==> src/rtl/bus_timing_pkg.sv <==
// Shared types and constants for the bus timing controller and its phase timer.
package bus_timing_pkg;

  typedef enum logic [2:0] {
    IDLE,
    ADDR,
    ADDR_REC,
    DATA,
    DATA_REC
  } busState_e;

  // Level of every active-low strobe (CS, A_D, RD, WR) when the bus is at rest
  localparam logic STROBE_IDLE = 1'b1;
  // The controller releases the bus whenever it is not actively driving it
  localparam logic OE_IDLE = 1'b0;

  // Smallest counter width (at least 1) able to hold maxVal
  function automatic int cntWidth(input int maxVal);
    int w;
    w = 1;
    while ((1 << w) <= maxVal) w++;
    return w;
  endfunction

endpackage

==> src/rtl/bus_phase_timer.sv <==
// Loadable down-counter; last_o is high during the final cycle of the loaded phase.
module bus_phase_timer #(
  parameter int TW = 3
) (
  input  logic          clk,
  input  logic          reset,
  input  logic          load_i,
  input  logic [TW-1:0] loadVal_i,
  output logic          last_o
);

  logic [TW-1:0] count_q, count_d;

  // Load the phase length minus one on entry, then count down and park at zero
  always_comb begin
    count_d = count_q;
    if (load_i) begin
      count_d = loadVal_i;
    end else if (count_q != '0) begin
      count_d = count_q - TW'(1);
    end
  end

  // Counter register, cleared by the asynchronous active-low reset
  always_ff @(posedge clk or negedge reset) begin
    if (!reset) begin
      count_q <= '0;
    end else begin
      count_q <= count_d;
    end
  end

  assign last_o = (count_q == '0);

endmodule

==> src/rtl/bus_timing_ctrl.sv <==
// Multiplexed address/data bus master: burst reads and writes with fixed
// strobe and recovery lengths; every output comes straight from a flop.
module bus_timing_ctrl
  import bus_timing_pkg::*;
#(
  parameter int DW       = 8,
  parameter int AW       = 8,
  parameter int LW       = 4,
  parameter int T_STROBE = 4,
  parameter int T_GAP    = 2,
  parameter int AUTO_INC = 1
) (
  input  logic          clk,
  input  logic          reset,
  input  logic          start,
  input  logic          op,
  input  logic          abort,
  input  logic [AW-1:0] addr,
  input  logic [LW-1:0] len,
  input  logic [DW-1:0] wdata,
  input  logic [DW-1:0] bus_in,
  output logic [DW-1:0] bus_out,
  output logic          bus_oe,
  output logic          CS,
  output logic          A_D,
  output logic          RD,
  output logic          WR,
  output logic          wdata_req,
  output logic          rdata_valid,
  output logic          done,
  output logic [DW-1:0] rdata,
  output logic          busy
);

  localparam int TMAX = (T_STROBE > T_GAP) ? T_STROBE : T_GAP;
  localparam int TW   = cntWidth(TMAX);
  localparam logic [TW-1:0] STROBE_LOAD = TW'(T_STROBE - 1);
  localparam logic [TW-1:0] GAP_LOAD    = TW'(T_GAP - 1);

  busState_e     state_q, state_d;
  logic          op_q, op_d;
  logic [AW-1:0] addr_q, addr_d;
  logic [LW-1:0] remain_q, remain_d;
  logic [DW-1:0] wdataLat_q, wdataLat_d;
  logic [DW-1:0] rdata_q, rdata_d;
  logic [DW-1:0] busOut_q, busOut_d;
  logic          oe_q, oe_d;
  logic          cs_q, cs_d, ad_q, ad_d, rd_q, rd_d, wr_q, wr_d;
  logic          busy_q, busy_d;
  logic          done_q, done_d;
  logic          rdataValid_q, rdataValid_d;
  logic          wdataReq_q, wdataReq_d;
  logic          timerLoad;
  logic [TW-1:0] timerVal;
  logic          phaseLast;

  bus_phase_timer #(.TW(TW)) uTimer (
    .clk       (clk),
    .reset     (reset),
    .load_i    (timerLoad),
    .loadVal_i (timerVal),
    .last_o    (phaseLast)
  );

  // Phase sequencing, burst bookkeeping and pulse generation; abort overrides all
  always_comb begin
    state_d      = state_q;
    op_d         = op_q;
    addr_d       = addr_q;
    remain_d     = remain_q;
    wdataLat_d   = wdataLat_q;
    rdata_d      = rdata_q;
    rdataValid_d = 1'b0;
    wdataReq_d   = 1'b0;
    done_d       = 1'b0;
    timerLoad    = 1'b0;
    timerVal     = STROBE_LOAD;
    case (state_q)
      IDLE: begin
        if (start) begin
          op_d       = op;
          addr_d     = addr;
          remain_d   = (len == '0) ? '0 : len - LW'(1);
          state_d    = ADDR;
          timerLoad  = 1'b1;
          wdataReq_d = op;
        end
      end
      ADDR: begin
        if (phaseLast) begin
          state_d   = ADDR_REC;
          timerLoad = 1'b1;
          timerVal  = GAP_LOAD;
        end
      end
      ADDR_REC: begin
        if (phaseLast) begin
          state_d   = DATA;
          timerLoad = 1'b1;
          if (op_q) begin
            wdataLat_d = wdata;
          end
        end
      end
      DATA: begin
        if (phaseLast) begin
          state_d   = DATA_REC;
          timerLoad = 1'b1;
          timerVal  = GAP_LOAD;
          if (!op_q) begin
            rdata_d      = bus_in;
            rdataValid_d = 1'b1;
          end
        end
      end
      DATA_REC: begin
        if (phaseLast) begin
          if (remain_q != '0) begin
            remain_d   = remain_q - LW'(1);
            state_d    = ADDR;
            timerLoad  = 1'b1;
            wdataReq_d = op_q;
            if (AUTO_INC != 0) begin
              addr_d = addr_q + AW'(1);
            end
          end else begin
            state_d = IDLE;
            done_d  = 1'b1;
          end
        end
      end
      default: state_d = IDLE;
    endcase
    if (abort && (state_q != IDLE)) begin
      state_d      = IDLE;
      rdata_d      = rdata_q;
      rdataValid_d = 1'b0;
      wdataReq_d   = 1'b0;
      done_d       = 1'b0;
    end
  end

  // Bus pins for the coming cycle, derived from the state being entered
  always_comb begin
    cs_d     = STROBE_IDLE;
    ad_d     = STROBE_IDLE;
    rd_d     = STROBE_IDLE;
    wr_d     = STROBE_IDLE;
    oe_d     = OE_IDLE;
    busOut_d = busOut_q;
    busy_d   = (state_d != IDLE);
    case (state_d)
      ADDR: begin
        cs_d     = 1'b0;
        ad_d     = 1'b0;
        wr_d     = 1'b0;
        oe_d     = 1'b1;
        busOut_d = addr_d;
      end
      ADDR_REC: oe_d = 1'b1;
      DATA: begin
        cs_d = 1'b0;
        if (op_d) begin
          wr_d     = 1'b0;
          oe_d     = 1'b1;
          busOut_d = wdataLat_d;
        end else begin
          rd_d = 1'b0;
        end
      end
      default: ;
    endcase
  end

  // All state and output flops; reset parks the bus released with strobes high
  always_ff @(posedge clk or negedge reset) begin
    if (!reset) begin
      state_q      <= IDLE;
      op_q         <= 1'b0;
      addr_q       <= '0;
      remain_q     <= '0;
      wdataLat_q   <= '0;
      rdata_q      <= '0;
      busOut_q     <= '0;
      oe_q         <= OE_IDLE;
      cs_q         <= STROBE_IDLE;
      ad_q         <= STROBE_IDLE;
      rd_q         <= STROBE_IDLE;
      wr_q         <= STROBE_IDLE;
      busy_q       <= 1'b0;
      done_q       <= 1'b0;
      rdataValid_q <= 1'b0;
      wdataReq_q   <= 1'b0;
    end else begin
      state_q      <= state_d;
      op_q         <= op_d;
      addr_q       <= addr_d;
      remain_q     <= remain_d;
      wdataLat_q   <= wdataLat_d;
      rdata_q      <= rdata_d;
      busOut_q     <= busOut_d;
      oe_q         <= oe_d;
      cs_q         <= cs_d;
      ad_q         <= ad_d;
      rd_q         <= rd_d;
      wr_q         <= wr_d;
      busy_q       <= busy_d;
      done_q       <= done_d;
      rdataValid_q <= rdataValid_d;
      wdataReq_q   <= wdataReq_d;
    end
  end

  assign bus_out     = busOut_q;
  assign bus_oe      = oe_q;
  assign CS          = cs_q;
  assign A_D         = ad_q;
  assign RD          = rd_q;
  assign WR          = wr_q;
  assign wdata_req   = wdataReq_q;
  assign rdata_valid = rdataValid_q;
  assign done        = done_q;
  assign rdata       = rdata_q;
  assign busy        = busy_q;

endmodule

==> config.mk <==
export PLATFORM = sky130hd
export DESIGN_NAME = bus_timing_ctrl
export DESIGN_NICKNAME = d
export VERILOG_FILES = /design/src/rtl/bus_timing_pkg.sv /design/src/rtl/bus_phase_timer.sv /design/src/rtl/bus_timing_ctrl.sv
export SDC_FILE = /design/constraint.sdc
export NUM_CORES = 1
export LEC_CHECK = 0
export ABC_AREA = 1
export BUFFER_PORTS_ARGS = -buffer_cell sky130_fd_sc_hd__buf_2
export CORE_MARGIN = 2
export CORE_UTILIZATION = 31
export DETAILED_ROUTE_END_ITERATION = 6
export HOLD_SLACK_MARGIN = 0.05
export PLACE_DENSITY_LB_ADDON = 0.1
export SYNTH_ARGS = -nofsm -noshare
export SYNTH_HDL_FRONTEND = slang
export SYNTH_HIERARCHICAL = 1
export SYNTH_SLANG_ARGS = --single-unit
==> constraint.sdc <==
create_clock -name clk -period 2.4 [get_ports clk]
set_input_delay 0.12 -clock clk [delete_from_list [all_inputs] [get_ports clk]]
set_output_delay 0.12 -clock clk [all_outputs]
set_load 0.03 [all_outputs]
Yosys cells after proc, flatten, opt, wreduce, memory -nomap -nowiden
Index checks and enable logic that the tools add are counted.

Latch bits: 0. Output and inout port bits: 25. Input port bits: 33. Memories kept: 0. Flip-flop bits (word level): 52. ROM bits: 0. Memory bits (writable): 0.

Equal/unequal tests: 11. Add/sub/neg operators: 4. Bitwise logic cells: 2. Divide/modulo/power cells: 0. Shift operators: 0. Reduce and logical (&&, ||, !) cells: 18. $mul: 0. $lt $le $gt $ge: 0. Multiplexer cells: 53.

Operator list (count): 8-bit 2-to-1 mux (7); 8-bit case mux with 2 select lines (2); 1-bit 2-to-1 mux (24); 3-bit 2-to-1 mux (8); 4-bit 2-to-1 mux (4); 3-bit case mux with 5 select lines (1); 3-bit by 2-bit == test with 1-bit output, second input constant (4); 3-bit nonzero test (3); 8-bit by 1-bit adder with 8-bit output, second input constant (1); 2-bit != test, second input constant (4); 4-bit case mux with 2 select lines (1); 4-bit AND reduction (2); 4-bit by 1-bit subtractor with 4-bit output, second input constant (2); 3-bit by 1-bit == test with 1-bit output, second input constant (2); 3-bit logical NOT (2); 1-bit case mux with 2 select lines (3); 2-bit nonzero test (3); 2-bit OR reduction (3); 4-bit logical NOT (1); 2-bit 2-to-1 mux (2); 4-bit nonzero test (1); 3-bit == test, second input constant (1); 1-bit case mux with 3 select lines (1); 3-bit OR reduction (1); other kinds (4) (5).

Logic depth before layout (Yosys ltp)
Gate-level depths: netlist of the first run.

Word-level depth: 8. Gate-level depth with buffers: 16. Gate-level depth less buffers: 15.

Modules after synthesis
The synthesis of the first run kept the hierarchy.

By module, submodules not included: bus_timing_ctrl (seq. area each 1231.2 um2, times used 1, cells each 322, area each 2597.5 um2); bus_phase_timer (seq. area each 75.1 um2, times used 1, cells each 32, area each 207.7 um2).

Worst setup path before layout of the first run
No wires, ideal clock.

Kind: register -> register. From: reg uTimer.count_q[0]. To: reg busOut_q[7] (netlist: bus_out[7]). Arrival time: 1.801 ns. Setup slack: 0.483 ns. Data required time: 2.283 ns. Path buffers: 2. Cell stages (with the launch flop): 16. Cell sequence: dfrtp_1 inv_1 ha_1 inv_1 nor2_2 buf_2 nand2_1 nand2_1 nand3_1 nor2_2 buf_2 nand4_1 nand2_1 clkinv_1 nand2_1 nand2_1.

Word-level cells in the longest chain between the ends: 7. Elaborated cells between the ends (all ways): 18. Classes of those cells: eq/ne: 3; mux: 12; reduce/logical: 3.

RTL lines: start: declaration (RTL line bus_phase_timer.sv:12) `logic [TW-1:0] count_q, count_d;`; start signal: assignment (RTL line bus_phase_timer.sv:29) `count_q <= count_d;`; 3-bit logical NOT (*) (RTL line bus_phase_timer.sv:33) `assign last_o = (count_q == '0);`; named net phaseLast (RTL line bus_timing_ctrl.sv:55) `logic phaseLast;`; 3-bit 2-to-1 mux (on tied branches); 3-bit case mux with 5 select lines (*) (RTL line bus_timing_ctrl.sv:78) `case (state_q)`; 3-bit 2-to-1 mux (*) (RTL line bus_timing_ctrl.sv:134) `if (abort && (state_q != IDLE)) begin`; named net state_d[1] (RTL line bus_timing_ctrl.sv:40) `busState_e state_q, state_d;`; 3-bit by 2-bit == test with 1-bit output / 3-bit by 1-bit == test with 1-bit output (equally long branches) (RTL line bus_timing_ctrl.sv:152) `case (state_d)`; 2-bit != test (no source line) / 2-bit nonzero test (equally long branches); 2-bit AND reduction (no source line); end signal: assignment (RTL line bus_timing_ctrl.sv:201) `busOut_q <= busOut_d;`; end: declaration (RTL line bus_timing_ctrl.sv:46) `logic [DW-1:0] busOut_q, busOut_d;`.

The timed path passes the listed nets; every way through them passes the cells marked *. The select of a mux whose other input is x is not followed. A chain may end at the register's enable or synchronous reset.

Worst setup path after layout of the first run
From: reg uTimer.count_q[0]. To: reg busOut_q[3] (netlist: bus_out[3]).

Word-level cells in the longest chain between the ends: 7. Elaborated cells between the ends (all ways): 18. Classes of those cells: eq/ne: 3; mux: 12; reduce/logical: 3.

RTL lines (RTL line): 3-bit logical NOT (*) (bus_phase_timer.sv:33); named net phaseLast (bus_timing_ctrl.sv:55); 3-bit 2-to-1 mux (on tied branches); 3-bit case mux with 5 select lines (bus_timing_ctrl.sv:78); 3-bit 2-to-1 mux (bus_timing_ctrl.sv:134); 3-bit by 2-bit == test with 1-bit output / 3-bit by 1-bit == test with 1-bit output (equally long branches) (bus_timing_ctrl.sv:152); 2-bit != test (no source line) / 2-bit nonzero test (equally long branches); 2-bit AND reduction (no source line).

Marked as above.

==> summary.txt, run 1 <==
Worst setup path
  – Crit Path Max Fanout: 8
  – CP startpoint kind: flop
  – Most frequent CP cell: nand2_1
  – R2R Setup Slk: 250 ps
  – WP data required: 2600 ps
  – Worst Reg-to-Reg Cells: 13
  – Reg2reg start: uTimer/count_q[0]
  – Crit path DAT: 2360 ps
  – Crit. End Element: flop
  – Worst path max stage delay: 400 ps
  – CP max-delay cell: dfrtp_1
  – CP Cell Sequence: inv_1, ha_1, inv_1, nor2_4, nand2_1, nand2_1, nand3_1, nor2_2, nand3_2, nand2_1, nand2_1, nand2_1, nand2_1
  – Critical path class: reg2reg
  – Reg-to-Reg End: bus_out[3]

Drt
  – Final wirelength: 7039 um
  – Vias per inst: 4.480
  – Total number of vias: 2437
  – 1st-iter DRT viols: 92
  – ANT nets after route: 0
  – DR pass1 iterations: 6
  – DRC Markers: 0
  – Wire length per cell: 12.94 um

Die
  – CORE AREA: 8763 sq um
  – Die area: 9826 sq um
  – FP Rows: 34
  – Die height: 99.13 um
  – Starting Density: 32.01%
  – Top Ports: 58
  – Die X: 99.13 um

Place
  – Placed cell areas: 3252 sq um
  – PortBufs: 57
  – Post-DP HPWL: 5191 um
  – Placer Congestion: 0.7792

Run status
  – Status: finished clean

Finish
  – Reg area: 1306 sq um
  – Commonest non-fill, non-tap cells in the layout: 136 x nand2_1, 57 x buf_2, 48 x dfrtp_1, 34 x inv_1, 31 x nand3_1
  – Fin area: 3493 sq um
  – Layout Nets: 472
  – # fillers: 930
  – Commonest non-fill, non-tap cell in the layout: nand2_1
  – Multi-input gate area: 1304 sq um
  – ANT cells: 0
  – Layout cells sized above 1: 24.77%
  – Area grow syn2layout: 24.53%

Clock tree
  – Cts bufs inserted: 5
  – CTS tree: yes
  – Clk_lat worst skew: 310 ps
  – Buffer levels on the longest clock path: 2
  – CTS Root Cell: clkbuf_8
  – CTS sink cnt: 52
  – CTS clk-pin slew, worst paths: 100 ps
  – CTS H-tree lvls: 2

Timing
  – Unrepaired setup endpoints after global routing: false
  – Clk_skew: 10.97 ps
  – F_max: 0.4647 GHz
  – Least-Margin Pin Slew: 607.4 ps
  – Slew HR: 59.24%
  – Setup TNS: 0 ps
  – Final hold violations: 0
  – Final period demand of the worst path: 2152 ps
  – Final Setup Violations: 0
  – Max-slew violations: 0
  – Final worst path period share: 89.66%

Pwr
  – Part of the power in combinational logic: 52.2%
  – Pwr/cell area: 1248 nW/um^2
  – Net Sw Power: 2.129 mW
  – Leak: 1.880 nW
  – Sequential Power Share: 35.1%
  – Max IR drop VDD: 0.4536 mV
  – P_int: 2.232 mW
  – Clock Power Share: 12.6%
  – Sw frac: 48.82%

Global route
  – Largest net degree at the start of global routing: 21
  – Vias in the first global route: 2479
  – Initial antenna violation count: 0
  – First-pass GRT wire length: 12320 um
  – Gr usage total: 15.64%
  – Remaining Overflow, GRT: 0

Synth
  – Ys Warns: 6
  – Synth async-reset ratio: 100.0%
  – Register area share after synthesis: 46.57%
  – Yosys cell types: 33
  – Synth Net Count: 391
  – Syn avg cell area: 7.924 sq um
  – FF+latch count, synth: 52
  – Post-synth top flop: dfrtp_1
  – Mapped cell area: 2805 sq um
  – Post-synth EDFFs: 0
  – Post-Synthesis Cells: 354

Worst hold path
  – Hold endpoint: addr_q[7]
  – Hold crit path type: in2reg
  – Worst hold path cell count: 3
  – Hold Crit Start: addr[7]

Job
  – # Max-Cap Violations: 0
==> power groups by stage <==
stage / clock, mW / sequential, mW / combinational, mW
after floorplan: 0 / 1.84 / 1.36
after global placement: 0 / 1.55 / 2.27
after CTS: 0.580 / 1.53 / 2.30
final: 0.551 / 1.53 / 2.28
after detailed placement: 0 / 1.55 / 2.27
after global routing: 0.613 / 1.59 / 2.59
==> stage by stage <==
| stage | util [%] | power [mW] | hold slack (ps) | worst slack [ps] | std cells |
|---|---|---|---|---|---|
| 3_5_place_dp | 37.11 | 3.816 | 106.2 | 171.7 | 522 |
| 2_1_floorplan | - | 3.196 | -175.6 | 482.8 | 354 |
| 4_1_cts | 39.81 | 4.412 | 51.51 | 136.1 | 544 |
| 5_1_grt | 39.86 | 4.794 | 64.73 | 12.27 | 544 |
| 3_3_place_gp | 37.11 | 3.817 | 103.4 | 113.7 | 522 |
| 6_report | 39.86 | 4.361 | 56.48 | 248.2 | 544 |
==> worst max path at each step <==
stage	endpoint	slack (ps)	depth (start not counted)	startpoint
final	bus_out[3]	250	13	uTimer/count_q[0]
after global routing	bus_out[2]	10	13	uTimer/count_q[0]
after CTS	bus_out[2]	140	13	uTimer/count_q[0]
after detailed placement	bus_out[2]	170	13	uTimer/count_q[0]
after global placement	bus_out[2]	110	13	uTimer/count_q[0]
after floorplan	bus_out[7]	480	15	uTimer/count_q[0]
==> routing by layer <==
layer	routed length, um	vias to the layer above	GRT usage, %	part of all wire [%]
met1	3652	1099	23.26	52
met2	3041	44	23.70	43
met4	72	0	4.004	1.0
met3	273	6	2.670	3.9
li1	-	1288	-	-
met5	0	-	0	0
==> registers in the layout, summed over array words and instances (netlist names) <==
name	cells
bus_out	8
A_D	1
addr_q	8
busy	1
rdata_valid	1
WR	1
rdata	8
wdata_req	1
uTimer/count_q	3
done	1
bus_oe	1
remain_q	4
RD	1
state_q	3
wdataLat_q	8
op_q	1
CS	1
==> area by class of cell <==
class                           instances  share of cell area [%]
Sequential cell                        52                   37.39
Multi-Input combinational cell        253                   37.32
Timing Repair Buffer                   78                   13.68
Inverter                               45                   4.979
Tap cell                              108                   3.868
Clock buffer                            6                   2.364
Clock inverter                          2                  0.3940
==> logic make-up (layout without fill, tap and decap cells) <==
kind of cell	Yosys count	in the layout	share of synthesized area [%]
AND/OR/NAND/NOR	216	216	37.51
flip-flops	52	52	46.57
buffers and inverters	49	131	7.136
AO/OA/AOI/OAI	29	29	6.110
adder cells (fa/ha/maj)	4	4	1.784
other	2	2	0.2677
XOR/XNOR	2	2	0.6246
==> critical path: cells and delay by family (launching register included) <==
family | cells | cell delay (ps)
fa+ha+maj | 1 | 180
buf+inv | 2 | 150
flops | 1 | 400
simple gates | 10 | 1290
==> cell usage after synthesis (2+ instances only) <==
master    count  area [sq um]
nand2_1     136         510.5
dfrtp_1      48          1201
inv_1        34         127.6
nand3_1      31         155.2
nor2_1       15         56.30
nand4_1       9         56.30
o21ai_0       9         45.04
inv_2         8         30.03
a22oi_1       6         45.04
o21ai_1       6         30.03
nand2_2       5         31.28
a21oi_1       4         20.02
dfstp_2       4         105.1
ha_1          4         50.05
nor2_8        4         80.08
buf_2         3         15.01
nor2_2        3         18.77
o211ai_1      3         22.52
conb_1        2         7.510
inv_4         2         12.51
nand2_4       2         22.52
nand3_2       2         20.02
nor2_4        2         22.52
nor3_1        2         10.01
xor2_1        2         17.52
==> what timing repair did <==
action | CTS | global route
setup buffers | 0 | 0
resized for setup | 0 | 1
hold buffers | 14 | 0
endpoints found under the hold margin | 31 | 0
setup endpoints to repair | 0 | 7
Power figures use the tool's default switching activity.
==> run 2: changes to the inputs <==
--- a/config.mk
+++ b/config.mk
@@ -11,7 +11,6 @@
 export CORE_UTILIZATION = 31
 export DETAILED_ROUTE_END_ITERATION = 6
 export HOLD_SLACK_MARGIN = 0.05
-export PLACE_DENSITY_LB_ADDON = 0.1
 export SYNTH_ARGS = -nofsm -noshare
 export SYNTH_HDL_FRONTEND = slang
 export SYNTH_HIERARCHICAL = 1
==> run 2 against run 1 <==
Against the previous run:
- flip-flop and latch count did not move
- core utilization grew 0.50 points
- first-iteration DRC count is 41% higher
- via count is 0.74% higher
- clock skew up 3.6 ps
- clock-buffer cell count decreased by 1
- worst hold slack worse by 0.59 ps
- register-to-register slack improved by 90 ps
- wire length is 6.0% lower
- die area stayed put
- total power up 3.2%
- critical path type unchanged
- largest cell class unchanged
==> summary.txt, run 2 (same netlist as run 1, synthesis figures left out) <==
Run status
  – Status: finished clean

Timing
  – Final Setup Violations: 0 (unchanged)
  – Clk_skew: 14.54 ps (+3.569 ps)
  – Final hold violations: 0 (unchanged)
  – Least-Margin Pin Slew: 675.2 ps (+67.87 ps)
  – Setup TNS: 0 ps (unchanged)
  – Final period demand of the worst path: 2063 ps (-88.45 ps)
  – Unrepaired setup endpoints after global routing: false
  – Final worst path period share: 85.97% (-3.7 points)
  – Slew HR: 54.98% (-4.3 points)
  – Max-slew violations: 0 (unchanged)
  – F_max: 0.4846 GHz (+4.3%)

Pwr
  – Pwr/cell area: 1272 nW/um^2 (+1.9%)
  – Max IR drop VDD: 0.5698 mV (+26%)
  – Leak: 1.897 nW (+0.88%)

Finish
  – Commonest non-fill, non-tap cell in the layout: nand2_1
  – Multi-input gate area: 1304 sq um (unchanged)
  – # fillers: 905 (-2.7%)
  – Commonest non-fill, non-tap cells in the layout: 136 x nand2_1, 57 x buf_2, 48 x dfrtp_1, 34 x inv_1, 31 x nand3_1
  – ANT cells: 0 (unchanged)
  – Area grow syn2layout: 26.09%
  – Layout cells sized above 1: 24.54% (-0.23 points)
  – Post-Layout Cell Count: 544 (unchanged)
  – Reg area: 1306 sq um (unchanged)
  – Layout Nets: 472 (unchanged)

Clock tree
  – CTS tree: yes
  – CTS H-tree lvls: 2 (unchanged)
  – Cts bufs inserted: 5 (unchanged)
  – Setup bufs post-CTS: 0 (unchanged)
  – CTS sink cnt: 52 (unchanged)
  – Clk_lat worst skew: 310 ps (about the same)
  – CTS Root Cell: clkbuf_8
  – CTS clk-pin slew, worst paths: 110 ps (about the same)
  – Buffer levels on the longest clock path: 2 (unchanged)

Global route
  – Remaining Overflow, GRT: 0 (unchanged)
  – Largest net degree at the start of global routing: 53 (+150%)
  – Vias in the first global route: 2355 (-5.0%)
  – First-pass GRT wire length: 11280 um (-8.4%)
  – Initial antenna violation count: 0 (unchanged)
  – Gr usage total: 14.16% (-1.5 points)

Drt
  – Wire length per cell: 12.16 um (-6.0%)
  – DR pass1 iterations: 4 (-2)
  – 1st-iter DRT viols: 130 (+41%)
  – Vias per inst: 4.513 (+0.74%)
  – DRC Markers: 0 (unchanged)
  – Final wirelength: 6614 um (-6.0%)
  – ANT nets after route: 0 (unchanged)
  – Total number of vias: 2455 (+0.74%)

Worst setup path
  – Crit Path Max Fanout: 9 (+1)
  – Crit path DAT: 2280 ps (-80 ps)
  – Critical path class: reg2reg
  – Crit. End Element: flop
  – CP startpoint kind: flop
  – WP data required: 2620 ps (+20 ps)

Die
  – CORE AREA: 8763 sq um (unchanged)
  – Top Ports: 58 (unchanged)
  – Die area: 9826 sq um (unchanged)
  – Starting Density: 32.01% (unchanged)
  – Die X: 99.13 um (unchanged)
  – FP Rows: 34 (unchanged)
  – Die height: 99.13 um (unchanged)

Worst hold path
  – Hold crit path type: in2reg

Job
  – # Max-Cap Violations: 0 (unchanged)

Place
  – PortBufs: 57 (unchanged)
  – Placer Congestion: 0.8283 (+6.3%)
  – Post-DP HPWL: 4838 um (-6.8%)
  – Cell total after placement: 521 (-0.19%)
[run 2: changes by cell type in the layout (fill, tap and decap cells not counted), sizes merged]
cell / change
clkinv: -1
dlygate4sd3: +1
clkbuf: -1
buf: -1
bufinv: +2
[run 2: area by class of cell]
class	instances	share of cell area (%)
Inverter	45	4.917
Clock buffer	5	1.946
Clock inverter	3	1.946
Sequential cell	52	36.93
Timing Repair Buffer	78	13.58
Tap cell	108	3.820
Multi-Input combinational cell	253	36.86
[run 2: layer usage]
layer / GRT usage [%] / share of wire (%) / vias up
li1: - / - / 1285
met1: 20.97 / 50 / 1115
met2: 20.89 / 45 / 49
met3: 2.600 / 3.9 / 6
met4: 4.742 / 1.4 / 0
met5: 0 / 0 / -
[run 2: worst paths after layout]
path | startpoint | end | slack (ps) | cells after the start
min reg2reg | rdata[5] | rdata[5] | 470 | 2
max | uTimer/count_q[0] | bus_out[7] | 340 | 15
min in group asynchronous | reset | addr_q[7] | 460 | 3
max in group asynchronous | reset | uTimer/count_q[1] | 1480 | 3
max reg2reg | uTimer/count_q[0] | bus_out[7] | 340 | 15
min | wdata[5] | wdataLat_q[5] | 60 | 3
[run 2: critical path, cell delays in order (launching register included)]
cell	delay, ps
dfrtp_1	400
inv_1	80
ha_1	180
inv_1	70
nor2_4	160
nand2_1	100
nand2_1	70
nand3_1	70
nor2_2	260
inv_2	100
nor2_4	160
nor2_8	80
nand2_1	80
clkinv_1	60
nand2_1	50
nand2_1	40
[run 2: repair_timing]
action / CTS / global route
hold endpoints to repair: 62 / 0
hold buffers: 15 / 0
setup endpoints to repair: 0 / 1
resized for setup: 0 / 1
[run 2: per-stage QoR]
stage	utilization [%]	worst slack (ps)	instance area, sq um	hold WS (ps)	power [mW]
floorplan	-	482.8	2805	-175.6	3.196
global placement	37.02	297.6	3244	283.6	3.742
detailed placement	37.02	246.3	3244	288.7	3.771
CTS	40.31	242.3	3532	52.85	4.535
global route	40.36	70.21	3537	56.39	4.902
finish	40.36	336.6	3537	55.89	4.500
[run 2: report_power, final]
group / internal (mW) / switching (mW)
Combinational: 0.719 / 1.51
Clock: 0.420 / 0.309
Sequential: 1.27 / 0.266
Total: 2.41 / 2.09
==> run 3: changes to the inputs <==
--- a/config.mk
+++ b/config.mk
@@ -8,9 +8,11 @@
 export ABC_AREA = 1
 export BUFFER_PORTS_ARGS = -buffer_cell sky130_fd_sc_hd__buf_2
 export CORE_MARGIN = 2
-export CORE_UTILIZATION = 31
+export CORE_UTILIZATION = 45
 export DETAILED_ROUTE_END_ITERATION = 6
 export HOLD_SLACK_MARGIN = 0.05
+export PLACE_DENSITY = 0.68
+export REMOVE_ABC_BUFFERS = 1
 export SYNTH_ARGS = -nofsm -noshare
 export SYNTH_HDL_FRONTEND = slang
 export SYNTH_HIERARCHICAL = 1
==> run 3 against run 2 <==
Against the previous run:
- setup slack lost 8.8 ps
- register-to-register slack about the same
- via count decreased by 0.12%
- die area shrank 30%
- wire length is 6.4% lower
- critical path depth did not move
- cell area fell by 3.5%
- combinational power barely moved
- sequential power about the same
- clock skew shrank 3.4 ps
- clock-buffer cell count is the same
- largest cell class unchanged
==> summary.txt, run 3 (same netlist as run 1, synthesis figures left out) <==
Worst setup path
  – R2R Setup Slk: 330 ps (about the same)
  – Crit. End Element: flop
  – CP max-delay cell: dfrtp_1
  – CP Cell Sequence: inv_1, ha_1, inv_1, nor2_4, nand2_1, nand2_1, nand3_1, nor2_2, inv_2, nor2_4, nor2_8, nand2_1, clkinv_1, nand2_1, nand2_1
  – Crit path DAT: 2280 ps (about the same)
  – CP startpoint kind: flop
  – WP data required: 2610 ps (about the same)
  – Worst path max stage delay: 400 ps (about the same)
  – Critical path class: reg2reg
  – Most frequent CP cell: nand2_1
  – Crit Path Max Fanout: 9 (unchanged)

Timing
  – Hold slack final: 52.88 ps (-3.008 ps)
  – Final hold violations: 0 (unchanged)
  – Slew HR: 56.10% (+1.1 points)
  – Least-Margin Pin Slew: 658.5 ps (-16.75 ps)
  – Max-slew violations: 0 (unchanged)
  – Clk_skew: 11.13 ps (-3.409 ps)
  – Final worst path period share: 86.34% (+0.37 points)
  – F_max: 0.4826 GHz (-0.43%)
  – Final Setup Violations: 0 (unchanged)
  – Unrepaired setup endpoints after global routing: false
  – Setup TNS: 0 ps (unchanged)
  – Final period demand of the worst path: 2072 ps (+8.815 ps)

Clock tree
  – Cts bufs inserted: 5 (unchanged)
  – CTS sink cnt: 52 (unchanged)
  – Clk_lat worst skew: 310 ps (about the same)
  – CTS Root Cell: clkbuf_8
  – CTS clk-pin slew, worst paths: 100 ps (about the same)
  – Buffer levels on the longest clock path: 2 (unchanged)
  – CTS H-tree lvls: 2 (unchanged)
  – CTS tree: yes

Global route
  – Vias in the first global route: 2441 (+3.7%)
  – Gr usage total: 19.45% (+5.3 points)
  – Initial antenna violation count: 0 (unchanged)
  – First-pass GRT wire length: 11140 um (-1.3%)
  – Largest net degree at the start of global routing: 53 (unchanged)
  – Remaining Overflow, GRT: 0 (unchanged)

Job
  – # Max-Cap Violations: 0 (unchanged)

Die
  – FP Rows: 28 (-18%)
  – Top Ports: 58 (unchanged)
  – Starting Density: 47.10% (+15 points)
  – CORE AREA: 5956 sq um (-32%)
  – Die X: 82.96 um (-16%)
  – Die area: 6882 sq um (-30%)
  – Die height: 82.96 um (-16%)

Finish
  – Reg area: 1306 sq um (unchanged)
  – Layout cells sized above 1: 24.77% (+0.23 points)
  – Multi-input gate area: 1304 sq um (unchanged)
  – Area grow syn2layout: 21.63%
  – Layout Nets: 468 (-0.85%)
  – Commonest non-fill, non-tap cell in the layout: nand2_1
  – ANT cells: 0 (unchanged)
  – Post-Layout Cell Count: 507 (-6.8%)
  – Final Util: 57.29% (+17 points)
  – Commonest non-fill, non-tap cells in the layout: 136 x nand2_1, 57 x buf_2, 48 x dfrtp_1, 34 x inv_1, 31 x nand3_1
  – # fillers: 568 (-37%)

Drt
  – Wire length per cell: 12.21 um (+0.42%)
  – Final wirelength: 6190 um (-6.4%)
  – DR pass1 iterations: 4 (unchanged)
  – 1st-iter DRT viols: 145 (+12%)
  – Total number of vias: 2452 (-0.12%)
  – DRC Markers: 0 (unchanged)
  – ANT nets after route: 0 (unchanged)
  – Vias per inst: 4.836 (+7.2%)

Worst hold path
  – Hold crit path type: in2reg

Place
  – Post-DP HPWL: 4575 um (-5.4%)
  – Placer Congestion: 0.8940 (+7.9%)
  – PortBufs: 57 (unchanged)
  – Cell total after placement: 488 (-6.3%)

Pwr
  – Leak: 1.856 nW (-2.1%)
  – Part of the power in combinational logic: 51.8% (+2.2 points)
  – Pwr/cell area: 1256 nW/um^2 (-1.3%)
  – Sw frac: 48.54% (+2.1 points)
  – Clock Power Share: 12.2% (-4.0 points)
  – Net Sw Power: 2.080 mW (-0.37%)
  – P_int: 2.205 mW (-8.6%)
  – Max IR drop VDD: 0.7441 mV (+31%)
  – Sequential Power Share: 36.0% (+1.8 points)
  – Pwr Total: 4.285 mW (-4.8%)

Run status
  – Status: finished clean
==> run 3: changes by cell type in the layout (fill, tap and decap cells not counted), sizes merged <==
cell         delta
clkinvlp        +1
bufinv          -2
inv             +1
dlygate4sd3     -4
==> run 3: worst paths after layout <==
check,from,to,depth (start not counted)
min in group asynchronous,reset,uTimer/count_q[2],3
worst max register to register,uTimer/count_q[0],bus_out[7],15
worst min register to register,rdata[6],rdata[6],2
worst min-delay path,wdata[6],wdataLat_q[6],3
worst max-delay path,uTimer/count_q[0],bus_out[7],15
max in group asynchronous,reset,bus_out[0],3
==> run 3: critical path: cells and delay by family (launching register included) <==
| family | cells | cell delay, ps |
|---|---|---|
| fa+ha+maj | 1 | 180 |
| buf+inv | 4 | 320 |
| flops | 1 | 400 |
| simple gates | 10 | 1080 |
==> run 3: cell type report <==
type | count | share of cell area, %
sequential | 52 | 38.28
multi-input combinational | 253 | 38.21
timing repair buffer | 74 | 12.91
inverter | 45 | 5.097
tap | 75 | 2.750
clock buffer | 5 | 2.017
clock inverter | 3 | 0.7334
==> run 3: what timing repair did <==
action,CTS,global route
hold buffers,11,0
endpoints found under the hold margin,58,0
resized for setup,0,1
buffers inserted,0,0
setup endpoints to repair,0,2
==> run 3: through the flow <==
step | setup WS, ps | cell area (sq um)
final | 327.8 | 3412
after floorplan | 249.2 | 2779
after global placement | 301.8 | 3203
after detailed placement | 271.9 | 3203
after CTS | 259.8 | 3407
after global routing | 72.62 | 3412
==> run 3: layer usage <==
layer | vias up | GRT usage [%] | routed length, um
met4 | 0 | 5.812 | 97
met3 | 8 | 4.473 | 293
li1 | 1286 | - | -
met1 | 1106 | 26.72 | 3043
met5 | - | 0 | 0
met2 | 52 | 30.79 | 2756
==> run 3: power by group through the flow <==
stage / clock network [mW] / logic, mW / registers (mW)
after floorplan: 0 / 1.31 / 1.86
after global placement: 0 / 2.18 / 1.55
after detailed placement: 0 / 2.21 / 1.55
after CTS: 0.545 / 2.23 / 1.54
after global routing: 0.577 / 2.52 / 1.59
final: 0.524 / 2.22 / 1.54
